===== config.mk =====
export PLATFORM = sky130hd
export DESIGN_NAME = delay_probe
export DESIGN_NICKNAME = d
export VERILOG_FILES = /design/src/rtl/delay_probe_pkg.sv /design/src/rtl/sync_multi.sv /design/src/rtl/delay_probe.sv
export SDC_FILE = /design/constraint.sdc
export NUM_CORES = 1
export LEC_CHECK = 0
export CAP_MARGIN = 20
export CORE_AREA = 2 2 49 51
export CTS_BUF_LIST = sky130_fd_sc_hd__clkbuf_8
export CTS_CLUSTER_SIZE = 10
export DETAILED_ROUTE_END_ITERATION = 10
export DIE_AREA = 0 0 51 53
export DONT_BUFFER_PORTS = 1
export HOLD_SLACK_MARGIN = 0.15
export PLACE_DENSITY_LB_ADDON = 0.2
export SLEW_MARGIN = 20
export SYNTH_ARGS = -nofsm -noshare
export SYNTH_HDL_FRONTEND = slang
export SYNTH_SLANG_ARGS = --single-unit

===== constraint.sdc =====
create_clock -name clk -period 4.15 [get_ports clk]
set_clock_uncertainty 0.2 [all_clocks]
set_input_delay 0.83 -clock clk [delete_from_list [all_inputs] [get_ports clk]]
set_output_delay 0.83 -clock clk [all_outputs]
set_load 0.01 [all_outputs]

===== src/rtl/delay_probe_pkg.sv =====
// Shared types and build-time constants for the delay_probe launch/capture stage.
// DELAY_PROBE_SYNC_EN selects a two-flop return synchroniser instead of a single sampling flop.
package delay_probe_pkg;

    typedef enum logic {IDLE, RUN} probe_state_t;

`ifdef DELAY_PROBE_SYNC_EN
    localparam int SYNC_STAGES = 2;
`else
    localparam int SYNC_STAGES = 1;
`endif

endpackage


===== src/rtl/sync_multi.sv =====
// N-wide flop chain of STAGES flops per lane, asynchronously reset to {N{RVAL}}.
module sync_multi #(
    parameter int   N      = 1,
    parameter int   STAGES = 1,
    parameter logic RVAL   = 1'b0
) (
    input  logic         clk,
    input  logic         rst,
    input  logic [N-1:0] d,
    output logic [N-1:0] q
);

    logic [N-1:0] sync_p [STAGES];

    always_ff @(posedge clk or posedge rst) begin
        if (rst) begin
            for (int i = 0; i < STAGES; i++) begin
                sync_p[i] <= {N{RVAL}};
            end
        end else begin
            sync_p[0] <= d;
            for (int i = 1; i < STAGES; i++) begin
                sync_p[i] <= sync_p[i-1];
            end
        end
    end

    assign q = sync_p[STAGES-1];

endmodule


===== src/rtl/delay_probe.sv =====
// Launch-and-capture probe around a multi-lane delay line: toggles all lanes, reports first/last arrival edge.
// Build option: DELAY_PROBE_SYNC_EN (via delay_probe_pkg) adds a second synchroniser flop per lane.
module delay_probe
    import delay_probe_pkg::*;
#(
    parameter int   N       = 1,
    parameter int   CW      = 8,
    parameter int   TIMEOUT = 200,
    parameter logic RVAL    = 1'b0
) (
    input  logic          clk,
    input  logic          rst,
    input  logic          start,
    output logic          busy,
    output logic          done,
    output logic          timeout,
    output logic [N-1:0]  launch,
    input  logic [N-1:0]  ret,
    output logic [CW-1:0] t_first,
    output logic [CW-1:0] t_last
);

    probe_state_t  state, state_n;
    logic [N-1:0]  ret_s, match, launch_n;
    logic [CW-1:0] cnt, cnt_n, k, t_first_n, t_last_n;
    logic          got_first, got_first_n, busy_n, done_n, timeout_n;

    sync_multi #(.N(N), .STAGES(SYNC_STAGES), .RVAL(RVAL)) u_sync (
        .clk (clk),
        .rst (rst),
        .d   (ret),
        .q   (ret_s)
    );

    assign match = ~(ret_s ^ launch);
    // k is the index of the edge about to occur; cnt holds the index of the previous one
    assign k     = cnt + 1'b1;

    always_ff @(posedge clk or posedge rst) begin
        if (rst) begin
            state     <= IDLE;
            launch    <= {N{RVAL}};
            cnt       <= '0;
            got_first <= 1'b0;
            busy      <= 1'b0;
            done      <= 1'b0;
            timeout   <= 1'b0;
            t_first   <= '0;
            t_last    <= '0;
        end else begin
            state     <= state_n;
            launch    <= launch_n;
            cnt       <= cnt_n;
            got_first <= got_first_n;
            busy      <= busy_n;
            done      <= done_n;
            timeout   <= timeout_n;
            t_first   <= t_first_n;
            t_last    <= t_last_n;
        end
    end

    always_comb begin
        state_n     = state;
        launch_n    = launch;
        cnt_n       = cnt;
        got_first_n = got_first;
        busy_n      = busy;
        done_n      = 1'b0;
        timeout_n   = timeout;
        t_first_n   = t_first;
        t_last_n    = t_last;
        case (state)
            IDLE: begin
                if (start) begin
                    state_n     = RUN;
                    launch_n    = ~launch;
                    cnt_n       = '0;
                    got_first_n = 1'b0;
                    busy_n      = 1'b1;
                end
            end
            RUN: begin
                cnt_n = k;
                if (!got_first && |match) begin
                    t_first_n   = k;
                    got_first_n = 1'b1;
                end
                if (&match) begin
                    t_last_n  = k;
                    timeout_n = 1'b0;
                    done_n    = 1'b1;
                    busy_n    = 1'b0;
                    state_n   = IDLE;
                end else if (k == CW'(TIMEOUT)) begin
                    // abandoned: report TIMEOUT for any edge that never arrived
                    t_last_n = CW'(TIMEOUT);
                    if (!got_first) begin
                        t_first_n = CW'(TIMEOUT);
                    end
                    timeout_n = 1'b1;
                    done_n    = 1'b1;
                    busy_n    = 1'b0;
                    state_n   = IDLE;
                end
            end
            default: state_n = IDLE;
        endcase
    end

endmodule

==> impl_metrics.env, run 1 <==
export IMPL_ys_warnings_count=0
export IMPL_viasPerCell=6.33
export IMPL_slew_headroom_pct=58.8
export IMPL_h_tree_depth=2
export IMPL_die_w_um=51
export IMPL_p_int_mw=0.686
export IMPL_period_share_pct=50.8
export IMPL_ctsResizeCount=0
export IMPL_fp_dieArea_sq_um=2700
export IMPL_netlist_area_leader_share_pct=57.1
export IMPL_drive_gt1_share_pct=12.2
export IMPL_dp_cells=144
export IMPL_end_kind="flop"
export IMPL_report_final_hold_viol_count=0
export IMPL_tns_ps=0
export IMPL_seqPwrFrac_pct=48.9
export IMPL_place_congestion=0.879
export IMPL_ys_seq_elements=31
export IMPL_dr_total_vias=956
export IMPL_pre_cts_slack_ps=2100
export IMPL_gr_usage_all_layers_pct=26.5
export IMPL_dp_hpwl_um=2100
export IMPL_final_antenna_net_count=0
export IMPL_fin_cells=151
export IMPL_numCtsBuffers=5
export IMPL_clockBufferDepth=2
export IMPL_p_clk_share_pct=20.2
export IMPL_holdCritPathClass="in2async"
export IMPL_rows=17
export IMPL_drv_slew=0
export IMPL_setup_viol=0
export IMPL_required_ps=4150
export IMPL_fin_ws_ps=2040
export IMPL_critPathKind="reg2reg"
export IMPL_wl_per_cell_um=19.6
export IMPL_post_route_cell_area_sq_um=1470
export IMPL_p_leak_nw=0.638
export IMPL_worst_path_max_fanout=16
export IMPL_grt_pass1_vias=940
export IMPL_wirelength_um=2960
export IMPL_min_period_ps=2110
export IMPL_root_buffer="clkbuf_8"
export IMPL_avgSynthCellArea_sq_um=11.4
export IMPL_syn_cell_area_sq_um=1360
export IMPL_swShare_pct=40.4
export IMPL_synth_top_cell_by_area="dfrtp_1"
export IMPL_cts_tree="yes"
export IMPL_synth_nets=124
export IMPL_synthTopCellsByArea="dfrtp_1 (57%), nand2_1 (4.1%), a22o_1 (3.9%), xnor2_1 (3.2%), o21ai_0 (2.9%)"
export IMPL_status="finished clean"
export IMPL_max_freq_ghz=0.474
export IMPL_maxCapViolCount=0
export IMPL_initialDrtViolationCount=39
export IMPL_clk_latency_ps=280
export IMPL_synthCells=119
export IMPL_p_sw_mw=0.464
export IMPL_holdBufCountCts=0
export IMPL_firstDrtPassIters=4
export IMPL_start_util_pct=63.2
export IMPL_placed_area_sq_um=1380
export IMPL_grt_pass1_wl_um=4820
export IMPL_die_h_um=53
export IMPL_worstSetupStartpointType="flop"
export IMPL_layout_nets=128
export IMPL_syn_to_final_growth_pct=8.10
export IMPL_power_frac_comb_pct=30.9
export IMPL_postCtsSetupRepairBufs=0
export IMPL_ioPinCount=24
export IMPL_synth_cell_types=32
export IMPL_port_buffers=0
export IMPL_p_per_area_nw_per_um2=783
export IMPL_seq_area_frac_synth_pct=57.1
export IMPL_rsz0062_at_grt="false"
export IMPL_core_sq_um=2150
export IMPL_cts_sinks=31
export IMPL_antennaDiodeCount=0
export IMPL_ir_drop_uv=541
export IMPL_grt_overflow_total=0
export IMPL_worst_pin_slew_ps=616
export IMPL_cts_reportedPaths_clkPinSlew_ps=60
export IMPL_antenna_found_initial=0
export IMPL_drc=0
export IMPL_worstPathArrival_ps=2110
export IMPL_grt_max_degree=32
-- power by group through the flow --
| stage | clock network [mW] | registers, mW | logic (mW) |
|---|---|---|---|
| after floorplan | 0 | 0.510 | 0.310 |
| after global placement | 0 | 0.559 | 0.338 |
| after detailed placement | 0 | 0.563 | 0.351 |
| after CTS | 0.238 | 0.561 | 0.354 |
| after global routing | 0.249 | 0.576 | 0.393 |
| final | 0.233 | 0.562 | 0.355 |
-- per-stage QoR --
step / hold WS [ps] / utilization, % / power [mW]
finish: 296 / 68.4 / 1.15
CTS: 362 / 68.4 / 1.15
global route: 353 / 68.4 / 1.22
floorplan: 317 / - / 0.820
global placement: 351 / 64.3 / 0.897
detailed placement: 348 / 64.3 / 0.914
-- path summary, 6_finish.rpt --
path	from	end	slack, ps	cells after the start
setup / recovery	state$_DFF_PP0_	t_last[6]$_DFFE_PP0P_	2040	5
hold / removal	rst	t_last[1]$_DFFE_PP0P_	300	1
setup reg to reg	state$_DFF_PP0_	t_last[6]$_DFFE_PP0P_	2040	5
hold reg to reg	t_first[5]$_DFFE_PP0P_	t_first[5]$_DFFE_PP0P_	360	1
max in group asynchronous	rst	busy$_DFFE_PP0P_	3050	1
min in group clk	t_first[5]$_DFFE_PP0P_	t_first[5]$_DFFE_PP0P_	360	1
-- cells by family after synthesis --
family          count (synthesis)  synth area share [%]
compound gates                 32                  19.5
fa+ha+maj                       1                 0.921
simple gates                   37                  12.8
flops                          31                  57.1
xor+xnor                        9                  5.80
buf+inv                         7                  2.03
mux                             2                  1.84
-- routing by layer --
layer  up-vias  track usage [%]  part of all wire [%]
met1       476             33.5                    43
met4         0             14.4                   1.7
met2        38             38.5                    48
met5         -                0                     0
li1        435                -                     -
met3         7             10.7                   7.8
-- layout make-up --
class	instances	area (sq um)
Multi-Input combinational cell	81	556
Fill cell	154	679
Clock inverter	1	5.00
Sequential cell	31	776
Clock buffer	6	82.6
Inverter	4	15.0
Tap cell	28	35.0
-- flip-flops by register name, indices dropped and copies added, names as in the netlist --
signal	count
got_first	1
u_sync.q	1
launch	1
t_first	8
timeout	1
cnt	8
t_last	8
state	1
done	1
busy	1
-- worst max-delay path: stages (launching register included) --
cell,delay (ps)
dfrtp_1,550
inv_1,300
nor2_1,560
a31oi_4,110
inv_2,120
a2bb2oi_1,170
-- cell usage after synthesis, drive strengths merged --
library cell / instances
nand2: 16
o22a: 2
a31oi: 3
and4: 2
o31ai: 2
clkbuf: 2
xor2: 4
buf: 1
o21ai: 9
o2bb2ai: 4
o22ai: 1
ha: 1
nor2: 7
inv: 4
mux2: 1
nand3: 6
mux2i: 1
a21oi: 1
xnor2: 5
a22o: 6
nor2b: 2
nand2b: 1
or2: 1
dfrtp: 31
a2bb2oi: 4
nand4: 2
-- layout by cell type, fill, tap and decap left out, drive strengths merged --
master    n
o22ai     1
a31oi     3
and4      2
nor2b     2
ha        1
o21ai     9
mux2i     1
clkbuf    6
dfrtp    31
a21oi     1
nand2b    1
o2bb2ai   4
nor2      7
xnor2     5
clkinv    1
nand4     2
nand3     6
a22o      6
nand2    16
a2bb2oi   4
inv       4
mux2      1
xor2      4
o22a      2
o31ai     2
or2       1
(Power assumes the default switching activity.)
==> run 2, diff against run 1 <==
CORE_AREA = 2 2 50 52   (was 2 2 49 51)
DIE_AREA = 0 0 52 54   (was 0 0 51 53)
clock period = 2.05 ns   (was 4.15 ns; I/O delays follow)
==> run 2 against run 1 <==
First-iteration DRC count decreased by 28%; hold slack got worse by 130 ps; global-route usage decreased by 2.9 points; highest routed layer unchanged; critical path type unchanged; critical path depth unchanged; die area increased by 3.9%; final area increased by 6.3%; sequential share of layout area decreased by 3.1 points; wire length decreased by 5.7%; via count increased by 3.0%; core utilization decreased by 1.1 points.
==> impl_metrics.env, run 2 (synthesized netlist as in run 1, its figures left out) <==
export IMPL_status="finished clean"
export IMPL_dp_hpwl_um=1960
export IMPL_p_per_area_nw_per_um2=1580
export IMPL_wirelength_um=2790
export IMPL_final_antenna_net_count=0
export IMPL_nFillCells=181
export IMPL_fp_dieArea_sq_um=2810
export IMPL_drv_slew=0
export IMPL_required_ps=2020
export IMPL_root_buffer="clkbuf_8"
export IMPL_core_sq_um=2320
export IMPL_rows=18
export IMPL_clockBufferDepth=2
export IMPL_antenna_found_initial=0
export IMPL_numCtsBuffers=5
export IMPL_min_from="start"
export IMPL_firstDrtPassIters=4
export IMPL_holdCritPathClass="in2reg"
export IMPL_tns_ps=0
export IMPL_hold_slack_ps=162
export IMPL_cts_sinks=31
export IMPL_die_h_um=54
export IMPL_rsz0062_at_grt="false"
export IMPL_p_leak_nw=0.690
export IMPL_dp_cells=152
export IMPL_cts_reportedPaths_clkPinSlew_ps=60
export IMPL_critPathCapture="t_last[3]$_DFFE_PP0P_"
export IMPL_setup_viol=0
export IMPL_end_kind="flop"
export IMPL_layout_commonest_cell="dfrtp_1"
export IMPL_startpoint="cnt[1]$_DFFE_PP0P_"
export IMPL_postCtsSetupRepairBufs=0
export IMPL_grt_pass1_vias=951
export IMPL_min_period_ps=1860
export IMPL_maxCapViolCount=0
export IMPL_clk_latency_ps=280
export IMPL_post_route_cell_area_sq_um=1560
export IMPL_period_share_pct=90.5
export IMPL_slew_headroom_pct=75.0
export IMPL_worst_pin_slew_ps=372
export IMPL_layout_nets=137
export IMPL_fin_cells=162
export IMPL_worstSetupStartpointType="flop"
export IMPL_critPathKind="reg2reg"
export IMPL_worst_path_max_fanout=6
export IMPL_die_w_um=52
export IMPL_h_tree_depth=2
export IMPL_start_util_pct=58.6
export IMPL_place_congestion=0.941
export IMPL_wl_per_cell_um=17.2
export IMPL_report_final_hold_viol_count=0
export IMPL_grt_max_degree=32
export IMPL_drive_gt1_share_pct=14.4
export IMPL_rr_startpoint="cnt[1]$_DFFE_PP0P_"
export IMPL_layout_common_cells="dfrtp_1 (31), nand2_1 (15), o21ai_0 (8)"
export IMPL_grt_pass1_wl_um=4530
export IMPL_ctsResizeCount=0
export IMPL_r2r_end="t_last[3]$_DFFE_PP0P_"
export IMPL_max_freq_ghz=0.539
export IMPL_grt_overflow_total=0
export IMPL_dr_total_vias=985
export IMPL_ir_drop_uv=993
export IMPL_placed_area_sq_um=1430
export IMPL_worstPathArrival_ps=1820
export IMPL_port_buffers=0
export IMPL_drc=0
export IMPL_viasPerCell=6.08
export IMPL_regToRegSetupSlack_ps=190
export IMPL_gr_usage_all_layers_pct=23.5
export IMPL_largestRegisters="cnt x8, t_first x8, t_last x8"
export IMPL_cts_tree="yes"
export IMPL_reg2reg_depth=5
export IMPL_antennaDiodeCount=0
export IMPL_syn_to_final_growth_pct=14.9
export IMPL_ioPinCount=24
export IMPL_initialDrtViolationCount=28
run 2: changes by cell type in the layout (fill, tap and decap cells not counted):
cell and delta:
dlygate4sd3_1 +3, clkinv_2 -1, buf_4 +6, inv_2 -1
clkbuf_8 -1, bufinv_16 +1, inv_1 +2
run 2: per-stage QoR:
stage	setup slack, ps	utilization (%)	power (mW)
2_1_floorplan	325	-	1.66
3_3_place_gp	230	61.6	1.89
3_5_place_dp	221	61.6	1.91
4_1_cts	203	67.3	2.48
5_1_grt	114	67.3	2.63
6_report	194	67.3	2.47
run 2: critical path, stage by stage (launching register included):
cell and delay [ps]:
dfrtp_1 440, ha_1 270, and4_1 280, a31oi_4 280, inv_2 90, o22a_1 180
run 2: area by class of cell:
class | count | area (sq um) | share of cell area (%)
clock inverters | 2 | 33.8 | 2.16
repair buffers | 9 | 75.1 | 4.81
clock buffers | 5 | 68.8 | 4.41
multi-input cells | 81 | 556 | 35.6
well taps | 30 | 37.5 | 2.40
inverters | 4 | 15.0 | 0.962
flip-flops and latches | 31 | 776 | 49.7
run 2: how the worst min path moves through the flow:
stage                                         to  depth (start not counted)  slack [ps]
after floorplan               u_sync.q$_DFF_PP0_                          0         240
after global placement    t_first[1]$_DFFE_PP0P_                          2         190
after detailed placement   t_last[1]$_DFFE_PP0P_                          2         200
after CTS                     cnt[7]$_DFFE_PP0P_                          3         160
after global routing          cnt[7]$_DFFE_PP0P_                          3         160
final                         cnt[7]$_DFFE_PP0P_                          3         160
run 2: per-layer routing:
layer	GRT usage (%)	vias to the layer above	share of wire (%)
met5	0	-	0
met4	11.0	0	2.9
met3	11.1	11	5.2
met2	35.7	36	48
met1	28.4	486	44
li1	-	452	-
run 2: power by group:
group	switching (mW)	total [mW]	internal (mW)
clock network	0.208	0.558	0.350
logic	0.458	0.825	0.367
registers	0.264	1.09	0.825
total	0.929	2.47	1.54
run 2: timing repair:
action | in CTS | in global routing
endpoints found under the setup margin | 0 | 0
hold buffers | 3 | 0
hold endpoints to repair | 40 | 0
==> run 3, diff against run 2 <==
REMOVE_ABC_BUFFERS = 1   (was default)
==> run 3 against run 2 <==
Die area is the same; largest cell class unchanged; global-route usage up 0.36 points; cell count unchanged; combinational power decreased by 3.3%; highest routed layer unchanged.
==> impl_metrics.env, run 3 (synthesized netlist as in run 1, its figures left out) <==
export IMPL_p_int_mw=1.48
export IMPL_p_leak_nw=0.680
export IMPL_viasPerCell=5.96
export IMPL_ir_drop_uv=1110
export IMPL_die_w_um=52
export IMPL_wirelength_um=2840
export IMPL_layout_common_cells="dfrtp_1 (31), nand2_1 (15), o21ai_0 (8)"
export IMPL_worst_pin_slew_ps=377
export IMPL_antennaDiodeCount=0
export IMPL_critPathKind="reg2reg"
export IMPL_gr_usage_all_layers_pct=23.9
export IMPL_initialDrtViolationCount=32
export IMPL_status="finished clean"
export IMPL_period_share_pct=91.7
export IMPL_die_h_um=54
export IMPL_clk_latency_ps=290
export IMPL_layout_commonest_cell="dfrtp_1"
export IMPL_core_sq_um=2320
export IMPL_crit_chain="ha_1 -> and4_1 -> a31oi_4 -> inv_2 -> o22a_1"
export IMPL_layout_nets=136
export IMPL_clockBufferDepth=2
export IMPL_place_congestion=0.823
export IMPL_power_frac_comb_pct=32.8
export IMPL_postCtsSetupRepairBufs=0
export IMPL_grt_pass1_vias=943
export IMPL_cts_reportedPaths_clkPinSlew_ps=60
export IMPL_grt_pass1_wl_um=4500
export IMPL_grt_max_degree=32
export IMPL_worst_path_max_fanout=8
export IMPL_drc=0
export IMPL_required_ps=2020
export IMPL_antenna_found_initial=0
export IMPL_cts_sinks=31
export IMPL_h_tree_depth=2
export IMPL_max_freq_ghz=0.532
export IMPL_power_mw=2.43
export IMPL_numCtsBuffers=5
export IMPL_grt_overflow_total=0
export IMPL_drive_gt1_share_pct=15.2
export IMPL_slew_headroom_pct=74.9
export IMPL_ioPinCount=24
export IMPL_holdCritPathClass="reg2reg"
export IMPL_p_sw_mw=0.946
export IMPL_fp_dieArea_sq_um=2810
export IMPL_cp_slowest_cell="dfrtp_1"
export IMPL_p_clk_share_pct=21.5
export IMPL_dr_total_vias=966
export IMPL_wl_per_cell_um=17.5
export IMPL_root_buffer="clkbuf_8"
export IMPL_slowest_delay_ps=460
export IMPL_tns_ps=0
export IMPL_hold_slack_ps=361
export IMPL_port_buffers=0
export IMPL_dp_hpwl_um=2080
export IMPL_rsz0062_at_grt="false"
export IMPL_start_util_pct=58.6
export IMPL_drv_slew=0
export IMPL_rows=18
export IMPL_swShare_pct=38.9
export IMPL_nFillCells=179
export IMPL_p_per_area_nw_per_um2=1560
export IMPL_largestRegisters="cnt x8, t_first x8, t_last x8"
export IMPL_syn_to_final_growth_pct=14.5
export IMPL_final_antenna_net_count=0
export IMPL_worstPathArrival_ps=1850
export IMPL_report_final_hold_viol_count=0
export IMPL_setup_viol=0
export IMPL_min_period_ps=1880
export IMPL_end_kind="flop"
export IMPL_worstSetupStartpointType="flop"
export IMPL_seqPwrFrac_pct=45.6
export IMPL_cts_tree="yes"
export IMPL_maxCapViolCount=0
export IMPL_firstDrtPassIters=4
==> run 3: cell count changes in the layout (fill, tap and decap cells not counted) <==
cell / change
buf_4: -1
inv_1: -1
bufinv_16: -1
clkinvlp_4: +1
clkbuf_8: +2
==> run 3: per-layer routing <==
| metal | part of all wire [%] | routed length (um) | track usage, % | up-vias |
|---|---|---|---|---|
| li1 | - | - | - | 454 |
| met1 | 42 | 1190 | 27.9 | 475 |
| met2 | 50 | 1430 | 39.0 | 29 |
| met3 | 5.4 | 154 | 8.89 | 8 |
| met4 | 2.2 | 63 | 11.4 | 0 |
| met5 | 0 | 0 | 0 | - |
==> run 3: worst max-delay path, delay by kind of cell (launching register included) <==
family	cells	cell delay [ps]
buffers and inverters	1	90
flip-flops	1	460
AND/OR/NAND/NOR	1	270
adder cells (fa/ha/maj)	1	300
AO/OA/AOI/OAI	2	440
==> run 3: final timing paths <==
| path | start | end | slack (ps) | depth (start not counted) |
|---|---|---|---|---|
| max reg2reg | cnt[0]$_DFFE_PP0P_ | t_last[3]$_DFFE_PP0P_ | 170 | 5 |
| max | cnt[0]$_DFFE_PP0P_ | t_last[3]$_DFFE_PP0P_ | 170 | 5 |
| max in group asynchronous | rst | cnt[3]$_DFFE_PP0P_ | 930 | 3 |
| min reg2reg | t_last[3]$_DFFE_PP0P_ | t_last[3]$_DFFE_PP0P_ | 360 | 1 |
| min | t_last[3]$_DFFE_PP0P_ | t_last[3]$_DFFE_PP0P_ | 360 | 1 |
| min in group asynchronous | rst | t_last[1]$_DFFE_PP0P_ | 440 | 3 |
==> run 3: area by class of cell <==
type | count | area (sq um) | area share [%]
clock buffers | 7 | 96.3 | 6.19
clock inverters | 1 | 7.51 | 0.483
inverters | 4 | 15.0 | 0.965
multi-input cells | 81 | 556 | 35.7
flip-flops and latches | 31 | 776 | 49.9
well taps | 30 | 37.5 | 2.41
repair buffers | 8 | 67.6 | 4.34
==> run 3: what timing repair did <==
item                                   CTS  global route
hold buffers                             3             0
endpoints found under the hold margin   41             0
resized for setup                        0             0
==> run 3: power by group through the flow <==
| stage | registers (mW) | clock network [mW] | logic [mW] |
|---|---|---|---|
| floorplan | 1.07 | 0 | 0.572 |
| global placement | 1.11 | 0 | 0.775 |
| detailed placement | 1.12 | 0 | 0.799 |
| CTS | 1.11 | 0.538 | 0.804 |
| global route | 1.14 | 0.559 | 0.899 |
| finish | 1.11 | 0.523 | 0.798 |
==> run 3: metrics by stage <==
stage / cell area, sq um / setup slack, ps / util (%) / cells
finish: 1560 / 171 / 67.0 / 162
floorplan: 1350 / 300 / - / 116
detailed placement: 1420 / 186 / 61.3 / 151
global route: 1560 / 28.0 / 67.0 / 162
global placement: 1420 / 240 / 61.3 / 151
CTS: 1560 / 174 / 67.0 / 162
